--- src/rtl/ldl_hs_master_pkg.sv ---
// ---------------------------------------------------------------------------
// ldl_hs_master_pkg
//  Shared definitions for the LDL 4-phase req/ack link, master side.
//  - ldl_state_e        : handshake FSM state encoding
//  - LDL_TO_CYCLES_DEF  : default number of clk_m cycles spent in REQ before
//                         the transfer is abandoned with an error
//  - ldl_to_limit       : converts a cycle count into the counter's limit width
// ---------------------------------------------------------------------------
package ldl_hs_master_pkg;

    typedef enum logic [1:0] {
        LDL_IDLE = 2'd0,
        LDL_REQ  = 2'd1,
        LDL_REL  = 2'd2
    } ldl_state_e;

    localparam int LDL_TO_CYCLES_DEF = 200;

    // A limit of zero means "never expire"; the value is simply truncated to
    // the counter width, so callers must pick a width that holds it.
    function automatic logic [15:0] ldl_to_limit(input int cycles);
        return 16'(cycles);
    endfunction

endpackage

--- src/rtl/ldl_to_counter.sv ---
// ---------------------------------------------------------------------------
// ldl_to_counter
//  Saturating cycle counter used to time out an unanswered request.
//  Ports:
//   clk_m    in   master-domain clock
//   reset_m  in   asynchronous active-low reset
//   clear    in   restart the count at zero (has priority over enable)
//   enable   in   advance the count by one this cycle
//   limit    in   expiry threshold in cycles; 0 disables expiry
//   expire   out  high while count == limit-1, i.e. on the limit-th cycle
// ---------------------------------------------------------------------------
module ldl_to_counter #(
    parameter int TO_W = 8
) (
    input  logic            clk_m,
    input  logic            reset_m,
    input  logic            clear,
    input  logic            enable,
    input  logic [TO_W-1:0] limit,
    output logic            expire
);

    logic [TO_W-1:0] count_reg;
    logic [TO_W-1:0] count_next;

    always_comb begin
        count_next = count_reg;
        if (clear) begin
            count_next = '0;
        end else if (enable && (count_reg != {TO_W{1'b1}})) begin
            // Saturate at all-ones so a stuck request can never wrap around
            // and appear "fresh" again.
            count_next = count_reg + 1'b1;
        end
    end

    always_ff @(posedge clk_m or negedge reset_m) begin
        if (!reset_m) begin
            count_reg <= '0;
        end else begin
            count_reg <= count_next;
        end
    end

    assign expire = (limit != '0) && (count_reg == (limit - 1'b1));

endmodule

--- src/rtl/ldl_hs_master.sv ---
// ---------------------------------------------------------------------------
// ldl_hs_master
//  Master side of the LDL 4-phase req/ack link, clk_m domain. Turns single
//  Wishbone classic cycles into a req/ack handshake towards a remote domain
//  and returns ack (or a timeout error) to the local bus.
//  Ports:
//   clk_m, reset_m         clock, asynchronous active-low reset
//   wb_cyc_i, wb_stb_i     Wishbone cycle / strobe
//   wb_we_i                1 = write, 0 = read
//   wb_adr_i, wb_dat_i     transfer address / write data
//   wb_dat_o               read data, valid with wb_ack_o
//   wb_ack_o, wb_err_o     one-cycle completion / timeout pulses
//   req_o                  4-phase request to remote domain
//   adr_o, dat_o, we_o     transfer fields, stable while req_o = 1
//   rdat_i                 remote read data, stable while remote ack is high
//   ack_sync_i             remote ack, already synchronised into clk_m
// ---------------------------------------------------------------------------
module ldl_hs_master
    import ldl_hs_master_pkg::*;
#(
    parameter int AW        = 8,
    parameter int DW        = 32,
    parameter int TO_W      = 8,
    parameter int TO_CYCLES = LDL_TO_CYCLES_DEF
) (
    input  logic          clk_m,
    input  logic          reset_m,
    input  logic          wb_cyc_i,
    input  logic          wb_stb_i,
    input  logic          wb_we_i,
    input  logic [AW-1:0] wb_adr_i,
    input  logic [DW-1:0] wb_dat_i,
    output logic [DW-1:0] wb_dat_o,
    output logic          wb_ack_o,
    output logic          wb_err_o,
    output logic          req_o,
    output logic [AW-1:0] adr_o,
    output logic [DW-1:0] dat_o,
    output logic          we_o,
    input  logic [DW-1:0] rdat_i,
    input  logic          ack_sync_i
);

    localparam logic [15:0]     LIMIT_FULL = ldl_to_limit(TO_CYCLES);
    localparam logic [TO_W-1:0] TO_LIMIT   = LIMIT_FULL[TO_W-1:0];

    ldl_state_e    state_reg, state_next;
    logic          req_reg, req_next;
    logic          ack_reg, ack_next;
    logic          err_reg, err_next;
    logic [DW-1:0] rdat_reg, rdat_next;
    logic [AW-1:0] adr_reg, adr_next;
    logic [DW-1:0] wdat_reg, wdat_next;
    logic          we_reg, we_next;

    logic          cnt_clear;
    logic          cnt_enable;
    logic          cnt_expire;
    logic          wb_active;

    assign wb_active = wb_cyc_i & wb_stb_i;

    ldl_to_counter #(
        .TO_W (TO_W)
    ) u_to_counter (
        .clk_m   (clk_m),
        .reset_m (reset_m),
        .clear   (cnt_clear),
        .enable  (cnt_enable),
        .limit   (TO_LIMIT),
        .expire  (cnt_expire)
    );

    always_comb begin
        state_next = state_reg;
        req_next   = req_reg;
        ack_next   = 1'b0;
        err_next   = 1'b0;
        rdat_next  = rdat_reg;
        adr_next   = adr_reg;
        wdat_next  = wdat_reg;
        we_next    = we_reg;
        cnt_clear  = 1'b0;
        cnt_enable = 1'b0;

        case (state_reg)
            LDL_IDLE: begin
                // A still-high ack here is left over from the previous
                // handshake (or spurious); starting now would break 4-phase.
                if (wb_active && !ack_sync_i) begin
                    state_next = LDL_REQ;
                    req_next   = 1'b1;
                    adr_next   = wb_adr_i;
                    wdat_next  = wb_dat_i;
                    we_next    = wb_we_i;
                    cnt_clear  = 1'b1;
                end
            end
            LDL_REQ: begin
                // Ack is tested first so it wins over a same-cycle expiry.
                if (ack_sync_i) begin
                    req_next   = 1'b0;
                    // Remote transfer completes regardless; the bus only
                    // sees the ack if the master is still waiting for it.
                    ack_next   = wb_active;
                    if (!we_reg) begin
                        rdat_next = rdat_i;
                    end
                    state_next = LDL_REL;
                end else begin
                    cnt_enable = 1'b1;
                    if (cnt_expire) begin
                        req_next   = 1'b0;
                        err_next   = 1'b1;
                        state_next = LDL_REL;
                    end
                end
            end
            LDL_REL: begin
                // Wait for the remote side to finish its half of the
                // handshake; new strobes are simply not serviced yet.
                if (!ack_sync_i) begin
                    state_next = LDL_IDLE;
                end
            end
            default: begin
                state_next = LDL_IDLE;
                req_next   = 1'b0;
            end
        endcase
    end

    always_ff @(posedge clk_m or negedge reset_m) begin
        if (!reset_m) begin
            state_reg <= LDL_IDLE;
            req_reg   <= 1'b0;
            ack_reg   <= 1'b0;
            err_reg   <= 1'b0;
            rdat_reg  <= '0;
            adr_reg   <= '0;
            wdat_reg  <= '0;
            we_reg    <= 1'b0;
        end else begin
            state_reg <= state_next;
            req_reg   <= req_next;
            ack_reg   <= ack_next;
            err_reg   <= err_next;
            rdat_reg  <= rdat_next;
            adr_reg   <= adr_next;
            wdat_reg  <= wdat_next;
            we_reg    <= we_next;
        end
    end

    assign req_o    = req_reg;
    assign wb_ack_o = ack_reg;
    assign wb_err_o = err_reg;
    assign wb_dat_o = rdat_reg;
    assign adr_o    = adr_reg;
    assign dat_o    = wdat_reg;
    assign we_o     = we_reg;

endmodule

--- config.mk ---
export PLATFORM = sky130hd
export DESIGN_NAME = ldl_hs_master
export DESIGN_NICKNAME = d
export VERILOG_FILES = /design/src/rtl/ldl_hs_master_pkg.sv /design/src/rtl/ldl_to_counter.sv /design/src/rtl/ldl_hs_master.sv
export SDC_FILE = /design/constraint.sdc
export NUM_CORES = 1
export LEC_CHECK = 0
export BUFFER_PORTS_ARGS = -buffer_cell sky130_fd_sc_hd__buf_4
export CORE_ASPECT_RATIO = 2
export CORE_MARGIN = 2
export CORE_UTILIZATION = 49
export CTS_BUF_LIST = sky130_fd_sc_hd__clkbuf_4 sky130_fd_sc_hd__clkbuf_8
export CTS_CLUSTER_DIAMETER = 200
export DETAILED_ROUTE_END_ITERATION = 7
export GPL_TIMING_DRIVEN = 0
export PLACE_DENSITY = 0.91
export SKIP_LAST_GASP = 1
export SLEW_MARGIN = 20
export SYNTH_ARGS = -nofsm -noshare
export SYNTH_HDL_FRONTEND = slang
export SYNTH_SLANG_ARGS = --single-unit
--- constraint.sdc ---
create_clock -name clk_m -period 1.75 [get_ports clk_m]
set_input_delay 0.0875 -clock clk_m [delete_from_list [all_inputs] [get_ports clk_m]]
set_output_delay 0.0875 -clock clk_m [all_outputs]
set_load 0.02 [all_outputs]
Word level (Yosys, flattened, before mapping) --
Index checks and enable logic that the tools add are counted.
Storage, ports and cells: flip-flop bits (word level) 86, input port bits 78, logic and storage cells 49
Cells by class: $add $sub $neg 1, equal/unequal tests 7, mux-type cells 20, bitwise operators 3, reduce and logical (&&, ||, !) cells 9
Operators with widths (count):
- $mux W8 | 2
- $mux W1 | 12
- $reduce_and A3 Y1 | 3
- $add A8 B1 Y8 const B | 1
- $eq A8 B8 Y1 const B | 1
- $mux W2 | 4
- $ne A8 B8 Y1 const B | 1
- $pmux W2 S3 | 1
- $ne A2 B2 Y1 const B | 2
- $ne A3 B3 Y1 const B | 1
- $pmux W1 S3 | 1
- $eq A2 B1 Y1 const B | 1
- $eq A2 B2 Y1 const B | 1
- $logic_and A1 B1 Y1 | 2
- $logic_not A2 Y1 | 1
- $not A1 Y1 | 2
- $reduce_and A2 Y1 | 1
- $reduce_bool A2 Y1 | 1
- $and A1 B1 Y1 | 1
- $logic_not A1 Y1 | 1

Logic depth before layout (Yosys ltp) --
Gate-level depths: netlist (run 1).
word-level depth 5, gate-level depth with buffers 4

Modules after synthesis --
A second synthesis (run 1) with hierarchy kept.
Unflattened totals: cells, all modules 257, area, all modules 3662.3 um^2
Modules (own cells, without submodules):
- ldl_hs_master | times used 1, cells an instance 178, area an instance 2970.3 um^2, sequential area each 1951.9 um^2
- ldl_to_counter | times used 1, cells an instance 79, area an instance 691.9 um^2, sequential area each 200.2 um^2

Least setup slack after synthesis (run 1) --
OpenSTA, ideal clock, no wires.
kind register to register, from register state_reg[1], to register wdat_reg[0], in the netlist dat_o[0], library setup time 125 ps, data arrival time 1346 ps, slack 279 ps, stages on the path, launching flop included 5, path buffers 1, period minus slack after synthesis 1471 ps, path through dfrtp_1 -> nand4bb_4 -> nor2_8 -> buf_6 -> mux2_2
Between the ends: longest elaborated chain between the ends 2
Ends and longest elaborated chain:
- start: declaration | RTL line ldl_hs_master.sv:47 | ldl_state_e state_reg, state_next;
- start signal: assignment | RTL line ldl_hs_master.sv:144 | state_reg <= state_next;
- $logic_not A2 Y1 | RTL line ldl_hs_master.sv:86 | case (state_reg)
- $reduce_and A2 Y1 (no line)
- end signal: assignment | RTL line ldl_hs_master.sv:150 | wdat_reg <= wdat_next;
- end: declaration | RTL line ldl_hs_master.sv:53 | logic [DW-1:0] wdat_reg, wdat_next;
No other way between the ends. A chain may end at the register's enable or synchronous reset.

Worst setup path after layout (run 1) --
from register state_reg[1], to register wdat_reg[9], in the netlist dat_o[9]
Same word-level chain as after synthesis.

==> results of run 1 <==
[routing by layer]
layer | vias up | track usage
met1 | 1419 | 0.2964
met5 | - | 0
met2 | 133 | 0.5447
met3 | 45 | 0.05133
li1 | 1273 | -
met4 | 0 | 0.1739
[power by group through the flow]
stage               Clock [uW]  Combinational [uW]  Sequential (uW)
floorplan                    0                 705             3860
CTS                       1400                3070             3040
global placement             0                2870             3020
global route              1500                3310             3180
finish                    1400                3160             3120
detailed placement           0                2930             3080
[cells in the final DEF (no fill, tap or decap), types with 3 or more instances in the layout]
cell,instances
buf_6,8
buf_4,155
mux2i_1,3
a41oi_1,3
nand2_1,5
mux2_2,71
dfrtp_1,86
dlygate4sd3_1,76
clkbuf_8,10
o21ai_0,3
[critical path, stage by stage, from the launching register on]
cell       delay (ns)
dfrtp_1          0.47
nand4bb_4        0.29
nor2_8           0.23
buf_6            0.19
mux2_2           0.38
[final timing paths]
path | from | end | slack, ns | cells after the start
max in group asynchronous | reset_m | u_to_counter.count_reg[1]$_DFFE_PN0P_ | 0.88 | 2
min | ack_sync_i | state_reg[1]$_DFFE_PN0P_ | 0.10 | 3
min reg2reg | wb_dat_o[6]$_DFFE_PN0P_ | wb_dat_o[6]$_DFFE_PN0P_ | 0.51 | 1
max | state_reg[1]$_DFFE_PN0P_ | dat_o[9]$_DFFE_PN0P_ | 0.07 | 4
min in group asynchronous | reset_m | dat_o[21]$_DFFE_PN0P_ | 0.34 | 2
max reg2reg | state_reg[1]$_DFFE_PN0P_ | dat_o[9]$_DFFE_PN0P_ | 0.07 | 4
[timing repair]
action                                  4_1_cts  5_1_grt
endpoints found under the setup margin        0        5
endpoints found under the hold margin       160        0
gates resized for setup                       0        2
setup buffers                                 0        2
hold buffers                                 76        0
[final cells by class]
| class | instances | area, sq um | area share |
|---|---|---|---|
| sequential | 86 | 2152 | 0.3773 |
| timing repair buffer | 231 | 1928 | 0.3380 |
| multi-input combinational | 120 | 1215 | 0.2130 |
| clock buffer | 11 | 145.1 | 0.02544 |
| tap | 90 | 112.6 | 0.01974 |
| buffer | 10 | 93.84 | 0.01645 |
| clock inverter | 4 | 47.55 | 0.008335 |
| inverter | 2 | 7.507 | 0.001316 |
| antenna | 1 | 2.502 | 0.0004387 |
[stage by stage]
step / total power [uW] / setup slack (ns) / hold slack (ns)
after floorplan: 4562 / 0.2788 / -0.2081
after global placement: 5889 / 0.1518 / 0.3118
after detailed placement: 6013 / 0.03598 / 0.3090
after CTS: 7521 / 0.02529 / 0.03168
after global routing: 7984 / 0.006930 / 0.1017
final: 7675 / 0.06551 / 0.1038
[logic make-up after synthesis]
kind of cell | Yosys count | share of synthesized area
compound gates | 18 | 0.04090
xor+xnor | 1 | 0.002534
fa+ha+maj | 1 | 0.003619
buf+inv | 12 | 0.02932
flops | 86 | 0.6225
mux | 76 | 0.2465
simple gates | 24 | 0.05466
==> results.toml, run 1 <==
[layout]
finalNetCount = 539
finalNonFillerCells = 555
layout.cell_area.non_filler_sq_um = 5704
layout-drive-gt1-share = 0.5517
areaGrowthSynthToFinish_pct = 65.00
num-fill-cells = 330
layout.core_utilization = 0.8283

[drt]
routed-via-count = 2870
top_layer = "met4"
first_iter_violations = 114
dr.pass1.iters = 4
detailroute.wirelength.met2_um = 6369
via_per_inst = 5.171
postRouteAntennaNets = 0
routed-wl-met3_um = 474
routed_wire_length_per_instance_um = 19.98
drcViolationCount = 0
routedLengthMet1_um = 3676
routed_wirelength_um = 11090

[timing]
achievable-frequency_ghz = 0.5937
rsz0062_at_grt = "false"
finClkSkew_ns = 0.01233
finalSetupViolCount = 0
slew_viol_final = 0
timing.max_slew.rel_slack = 0.4869
tightest_slew_ns = 0.7697
layout_min_cycle_time_ns = 1.684
timing_hold_violations_final = 0
finalSetupTns_ns = 0
timing.final.crit_share = 0.9626

[status]
outcome = "finished, final reports clean"

[clock_tree]
clock-sinks = 86
cts_tree = "yes"
worstSkewPairLatency_ns = 0.36
clk_path_buf_depth = 2
path_clk_slew_ns = 0.08
cts-buffers-inserted = 9
h-tree-depth = 3
clk_root_buffer_cell = "clkbuf_8"

[setup_path]
worstPathRequired_ns = 1.98
crit_type = "reg2reg"
worstSetupEndpointType = "flop"
critical_path_arrival_ns = 1.92
worst-path-max-fanout = 10
setup.worst_path.start_class = "flop"

[power_and_ir_drop]
clkPwrFrac = 0.182
vdd.ir_drop.worst_uv = 837.1
p_int_uw = 4941
power_frac_comb = 0.412
power.share.sequential = 0.406
lkg_pwr_uw = 0.002676
power.density_cell_area_nw_per_um2 = 1346
switching_share = 0.3563
power.net_switching_uw = 2735

[floorplan]
design.core.area_sq_um = 6887
design.die.area_sq_um = 7784
fp-row-count = 43
effective_utilization_at_floorplan = 0.5020
fp.dieW_um = 63.40
num_io_pins = 154
chipHeight_um = 122.8

[placed_design]
place.port_buffers = 153
weighted_congestion_at_the_end_of_routability_driven_global_placement = 0.7626
dp.final_hpwl_um = 6043
post_dp_cell_area_sq_um = 4718
place.detailed.instances = 461

[logic_synthesis]
synth_area_leader_cell = "dfrtp_1"
synth.lib_cells_used.distinct = 39
seq_area_frac_synth = 0.6225
syn_area_sq_um = 3457
syn-num-nets = 297
synth_cells = 218
warnings_from_yosys = 0
synth.area.top_cells = "dfrtp_1 62%, mux2_2 23%, buf_6 2.3%, mux2i_1 0.87%, nand4bb_4 0.80%"
asyncSetResetFlopFracSynth = 1.000
synth_edf_count = 0
yosys.cell_count.top_type = "dfrtp_1"
synth_top_area_frac = 0.6225
syn-mean-instance-area_sq_um = 15.86
synth.ff_latch_count = 86
synthFlopType = "dfrtp_1"
synth_commonest_cells = "86 x dfrtp_1, 71 x mux2_2, 7 x buf_6, 5 x nand2_1"

[min_path]
worst_hold_path_type = "in2reg"

[global_routing]
grt_use_total = 0.2919
overflow = 0
grt_antenna_before_repair = 0
grt_start_max_net_pins = 87
grt_pass1_wl_um = 16680
grt_pass1_vias = 3207

[run]
max_cap_violations = 0
Note: power is estimated with default switching activity, not from simulation.
==> run 2: changes to the inputs <==
Settings changed: CORE_MARGIN 2 to 3.
==> run 2 against run 1 <==
Sequential power about the same. First-iteration DRC count up 43%. Combinational power about the same. Highest routed layer unchanged. Largest cell class unchanged. Core utilization up 2.1 points.
==> results.toml, run 2 (same netlist as run 1, synthesis figures left out) <==
[status]
outcome = "finished, final reports clean"

[setup_path]
critical_path.reg2reg.endpoint = "dat_o[4]$_DFFE_PN0P_"
path_cells = "nand4bb_4 -> nor2_8 -> buf_6 -> mux2_2"
critical_path.reg2reg.startpoint = "state_reg[1]$_DFFE_PN0P_"
r2r.worst_path.cells = 4
critPathSlowestCell = "dfrtp_1"
worstPathRequired_ns = 1.99
critical_path_arrival_ns = 1.97
rrSetupSlack_ns = 0.02
worst-path-max-fanout = 10
critical_path_buf_inv_count = 1
critical_path.top_delay_family = "simple AND/OR/NAND/NOR gates"
worstSetupEndpointType = "flop"
setup.worst_path.start_class = "flop"
cp_slowest_stage_delay_ns = 0.49
crit_type = "reg2reg"

[drt]
routed-via-count = 2944
via_per_inst = 5.305
first_iter_violations = 163
drcViolationCount = 0
postRouteAntennaNets = 0
routed_wirelength_um = 11810
routed_wire_length_per_instance_um = 21.28
dr.pass1.iters = 4

[power_and_ir_drop]
lkg_pwr_uw = 0.002689
power.density_cell_area_nw_per_um2 = 1342
vdd.ir_drop.worst_uv = 798.8

[run]
max_cap_violations = 0

[layout]
areaGrowthSynthToFinish_pct = 65.22
num-fill-cells = 302
layout.cells.most_common = "buf_4"
finalNetCount = 541
finalNonFillerCells = 555
diodes = 0
layout.cell_area.non_filler_sq_um = 5712
layout-drive-gt1-share = 0.5546
mostFrequentLayoutCells = "157 x buf_4, 86 x dfrtp_1, 76 x dlygate4sd3_1"

[timing]
tightest_slew_ns = 0.7535
final_critical_path_setup_slack_ns = 0.02211
layout_min_cycle_time_ns = 1.728
timing.max_slew.rel_slack = 0.4976
finalSetupViolCount = 0
rsz0062_at_grt = "true"
timing.final.crit_share = 0.9874
finClkSkew_ns = 0.01330
achievable-frequency_ghz = 0.5787
slew_viol_final = 0
timing_hold_violations_final = 0

[floorplan]
fp-row-count = 42
effective_utilization_at_floorplan = 0.5140
design.die.area_sq_um = 8160
num_io_pins = 154
chipHeight_um = 124.8
fp.dieW_um = 65.40
design.core.area_sq_um = 6726

[clock_tree]
clk_root_buffer_cell = "clkbuf_8"
h-tree-depth = 3
cts_tree = "yes"
clk_path_buf_depth = 2
cts-buffers-inserted = 9
path_clk_slew_ns = 0.09
clock-sinks = 86
worstSkewPairLatency_ns = 0.36

[placed_design]
dp.final_hpwl_um = 6278
dpl_worst_slack_ns = 0.08629
post_dp_cell_area_sq_um = 4716
weighted_congestion_at_the_end_of_routability_driven_global_placement = 0.7830
place.port_buffers = 153
place.detailed.instances = 459

[min_path]
min_delay_path_depth = 3
min_delay_worst_endpoint = "state_reg[1]$_DFFE_PN0P_"
hold_path.startpoint = "ack_sync_i"
worst_hold_path_type = "in2reg"

[global_routing]
grt_use_total = 0.2990
grt_antenna_before_repair = 0
grt_pass1_wl_um = 17920
grt_pass1_vias = 3352
overflow = 0
grt_start_max_net_pins = 87
-- run 2: changes by cell type in the layout (fill, tap and decap cells not counted) --
cell / previous run / this run
buf_4: 155 / 157
clkbuf_8: 10 / 12
bufinv_16: 1 / 0
diode_2: 1 / 0
-- run 2: worst reg2reg max path, stage by stage, from the launching register on --
cell       delay, ns
dfrtp_1         0.49
nand4bb_4       0.31
nor2_8          0.24
buf_6           0.20
mux2_2          0.38
-- run 2: stage by stage --
step	util	setup TNS, ns	total power (uW)	hold slack [ns]
finish	0.8491	0	7666	0.07129
detailed placement	0.7011	0	6021	0.3135
global placement	0.7011	0	5897	0.3059
floorplan	-	0	4562	-0.2081
global route	0.8491	-0.03502	8012	0.03759
CTS	0.8424	0	7457	0.03263
-- run 2: routing by layer --
| layer | global-route usage | part of all wire |
|---|---|---|
| met1 | 0.2930 | 0.32 |
| met2 | 0.5475 | 0.58 |
| met3 | 0.06408 | 0.049 |
| met4 | 0.1736 | 0.053 |
| met5 | 0 | 0 |
-- run 2: power by group --
| group | internal [uW] | total (uW) | switching [uW] |
|---|---|---|---|
| Clock | 645 | 1340 | 691 |
| Combinational | 1580 | 3190 | 1620 |
| Sequential | 2670 | 3140 | 470 |
-- run 2: cell type report --
| class | instances | area [sq um] | share of cell area |
|---|---|---|---|
| buffer | 10 | 93.84 | 0.01643 |
| clock buffer | 13 | 172.7 | 0.03023 |
| clock inverter | 3 | 17.52 | 0.003067 |
| inverter | 2 | 7.507 | 0.001314 |
| multi-input combinational | 120 | 1215 | 0.2127 |
| sequential | 86 | 2152 | 0.3768 |
| tap | 88 | 110.1 | 0.01928 |
| timing repair buffer | 233 | 1943 | 0.3402 |
-- run 2: repair_timing --
| item | in CTS | in global routing |
|---|---|---|
| buffers inserted | 0 | 4 |
| hold buffers | 76 | 0 |
| resized for setup | 0 | 2 |
| endpoints found under the hold margin | 160 | 0 |
| setup endpoints to repair | 0 | 8 |
-- run 2: worst max-delay path by stage --
stage	startpoint	end	depth (start not counted)
finish	state_reg[1]$_DFFE_PN0P_	dat_o[4]$_DFFE_PN0P_	4
detailed placement	state_reg[1]$_DFFE_PN0P_	dat_o[4]$_DFFE_PN0P_	4
global route	state_reg[1]$_DFFE_PN0P_	dat_o[4]$_DFFE_PN0P_	4
global placement	state_reg[1]$_DFFE_PN0P_	dat_o[3]$_DFFE_PN0P_	4
CTS	state_reg[1]$_DFFE_PN0P_	dat_o[4]$_DFFE_PN0P_	4
floorplan	state_reg[1]$_DFFE_PN0P_	dat_o[0]$_DFFE_PN0P_	4
==> run 3: changes to the inputs <==
Settings changed: ABC_AREA set to 1, PLACE_DENSITY 0.91 to 0.9, SLEW_MARGIN 20 to 30.
==> run 3 against run 2 <==
Cell count grew 34%. Synthesized area grew 4.2%. Clock skew shrank 0.0050 ns. Sequential power shrank 5%. Combinational power shrank 10%. First-iteration DRC count grew 39%. Routed wire length grew 4.6%. Critical endpoint is now u_to_counter.count_reg[6]$_DFFE_PN0P_. Largest cell class unchanged. Largest power group is now sequential cells.
==> results.toml, run 3 <==
[status]
outcome = "finished, final reports clean"

[timing]
slew_viol_final = 0
timing_hold_violations_final = 0
finalSetupViolCount = 0
finClkSkew_ns = 0.008325
finalSetupTns_ns = 0
holdWs_ns = 0.02872
final_critical_path_setup_slack_ns = 0.2331
timing.max_slew.rel_slack = 0.5009
achievable-frequency_ghz = 0.6593
layout_min_cycle_time_ns = 1.517
tightest_slew_ns = 0.7487
timing.final.crit_share = 0.8668
rsz0062_at_grt = "false"

[clock_tree]
post_cts_buffers = 0
h-tree-depth = 3
cts.repair.resized = 0
cts_tree = "yes"
worstSkewPairLatency_ns = 0.36
holdBufCountCts = 74
clock-sinks = 86
clk_root_buffer_cell = "clkbuf_8"
clk_path_buf_depth = 2
cts-buffers-inserted = 9
path_clk_slew_ns = 0.08

[setup_path]
timing.critical_path.mode_cell = "nand2_1"
cp_slowest_stage_delay_ns = 0.42
path_cells = "ha_1 -> nand2_2 -> nor2_1 -> nand2_1 -> nand2_2 -> buf_6 -> nand2_4 -> nand2_1 -> nand2_1"
worstSetupEndpointType = "flop"
critical_path_buf_inv_count = 1
worst-path-max-fanout = 10
crit_type = "reg2reg"
critical_path.reg2reg.startpoint = "u_to_counter.count_reg[0]$_DFFE_PN0P_"
critPathSlowestCell = "dfrtp_1"
critical_path_arrival_ns = 1.77
setup.worst_path.start_class = "flop"
critical_path.top_delay_family = "simple AND/OR/NAND/NOR gates"
critical_path.reg2reg.endpoint = "u_to_counter.count_reg[6]$_DFFE_PN0P_"
rrSetupSlack_ns = 0.23
r2r.worst_path.cells = 9
worstPathRequired_ns = 2.00

[floorplan]
num_io_pins = 154
fp.dieW_um = 66.63
fp-row-count = 43
design.core.area_sq_um = 7048
effective_utilization_at_floorplan = 0.5111
chipHeight_um = 127.3
design.die.area_sq_um = 8478

[logic_synthesis]
synth_area_leader_cell = "dfrtp_1"
synth_commonest_cells = "214 x nand2_1, 86 x dfrtp_1, 48 x nand3_1, 13 x nor2_1, 10 x buf_2"
synth_cells = 412
seq_area_frac_synth = 0.5974
syn_area_sq_um = 3602
synth.ff_latch_count = 86
synthFlopType = "dfrtp_1"
yosys.cell_count.top_type = "nand2_1"
syn-num-nets = 491
synth.area.top_cells = "dfrtp_1 60%, nand2_1 22%, nand3_1 6.7%, buf_6 2.5%, buf_2 1.4%"
synth.lib_cells_used.distinct = 21
syn-mean-instance-area_sq_um = 8.743
asyncSetResetFlopFracSynth = 1.000
synth_top_area_frac = 0.5974
synth_edf_count = 0
warnings_from_yosys = 0

[global_routing]
grt_start_max_net_pins = 87
grt_antenna_before_repair = 1
gr-usage-met3 = 0.09059
gr-max-usage-layer = "met2"
overflow = 0
grt_pass1_wl_um = 19540
grt_util_met2 = 0.5468
grt_pass1_vias = 4074
use_met1 = 0.3076
grt_use_total = 0.3060

[layout]
mostFrequentLayoutCells = "214 x nand2_1, 153 x buf_4, 86 x dfrtp_1"
num-fill-cells = 371
layout-drive-gt1-share = 0.3099
areaGrowthSynthToFinish_pct = 60.75
multi_input_area_sq_um = 1261
layout.cells.most_common = "nand2_1"
seq_area_sq_um = 2152
finalNetCount = 729

[power_and_ir_drop]
power.density_cell_area_nw_per_um2 = 1235
lkg_pwr_uw = 0.003161
design_power_total_uw = 7149
vdd.ir_drop.worst_uv = 875.2

[placed_design]
place.port_buffers = 153
weighted_congestion_at_the_end_of_routability_driven_global_placement = 0.8399
dp.final_hpwl_um = 7076
dpl_worst_slack_ns = 0.3162

[drt]
dr.pass1.iters = 4
first_iter_violations = 227
routed-via-count = 3832
routed_wirelength_um = 12360
via_per_inst = 5.137
postRouteAntennaNets = 0
routed_wire_length_per_instance_um = 16.57
drcViolationCount = 0

[min_path]
min_delay_worst_endpoint = "state_reg[1]$_DFFE_PN0P_"
worst_hold_path_type = "in2reg"
hold_path.startpoint = "ack_sync_i"
min_delay_path_depth = 3

[run]
max_cap_violations = 0
## run 3: cell types whose count changed after synthesis, moves of 3 or more
cell     before  now
inv_1         2    7
mux2i_1       3    0
a41oi_1       3    0
buf_2         0   10
mux2_2       71    0
nand3_1       2   48
nand2_2       0    3
nor2_4        1    4
inv_2         0    4
nand2_1       5  214
nor2_1        2   13
## run 3: through the flow
step                      cell area, sq um  cells  utilization
after floorplan                       3602    412            -
after global placement                4863    655       0.6900
after detailed placement              4867    655       0.6906
after CTS                             5788    745       0.8212
after global routing                  5791    746       0.8216
final                                 5791    746       0.8216
## run 3: per-layer routing
layer,vias up,wire length (um)
met1,1843,4233
li1,1757,-
met5,-,0
met3,49,887
met4,0,578
met2,183,6660
## run 3: worst reg2reg max path, delay by kind of cell, from the launching register on
family	cells	cell delay [ns]
and+or+nand+nor	7	0.59
DFF	1	0.42
adders and majority gates	1	0.24
buffers and inverters	1	0.15
## run 3: how the worst max path moves through the flow
stage | cells after the start | start | slack [ns] | end
after floorplan | 9 | u_to_counter.count_reg[0]$_DFFE_PN0P_ | 0.48 | u_to_counter.count_reg[6]$_DFFE_PN0P_
after global placement | 9 | u_to_counter.count_reg[0]$_DFFE_PN0P_ | 0.39 | u_to_counter.count_reg[6]$_DFFE_PN0P_
after detailed placement | 9 | u_to_counter.count_reg[0]$_DFFE_PN0P_ | 0.32 | u_to_counter.count_reg[6]$_DFFE_PN0P_
after CTS | 9 | u_to_counter.count_reg[0]$_DFFE_PN0P_ | 0.30 | u_to_counter.count_reg[6]$_DFFE_PN0P_
after global routing | 9 | u_to_counter.count_reg[0]$_DFFE_PN0P_ | 0.11 | u_to_counter.count_reg[6]$_DFFE_PN0P_
final | 9 | u_to_counter.count_reg[0]$_DFFE_PN0P_ | 0.23 | u_to_counter.count_reg[6]$_DFFE_PN0P_
## run 3: kinds of logic after synthesis
kind of cell	count (synthesis)	share of synthesized area
xor gates and xnor gates	2	0.004864
and+or+nand+nor	286	0.3303
buffers and inverters	30	0.05245
DFF	86	0.5974
AOI/OAI and AO/OA	7	0.01146
adders and majority gates	1	0.003473
## run 3: power by group
part	internal (uW)	total [uW]	switching, uW
combinational	1230	2870	1640
sequential	2580	2990	413
clock	601	1290	689
total	4410	7150	2740
## run 3: layout make-up
class / instances / share of cell area
multi-input cells: 296 / 0.2178
inverters: 11 / 0.007131
plain buffers: 19 / 0.02550
well taps: 90 / 0.01945
clock inverters: 3 / 0.003457
flip-flops and latches: 86 / 0.3717
clock buffers: 13 / 0.02766
diodes: 1 / 0.0004322
repair buffers: 227 / 0.3269
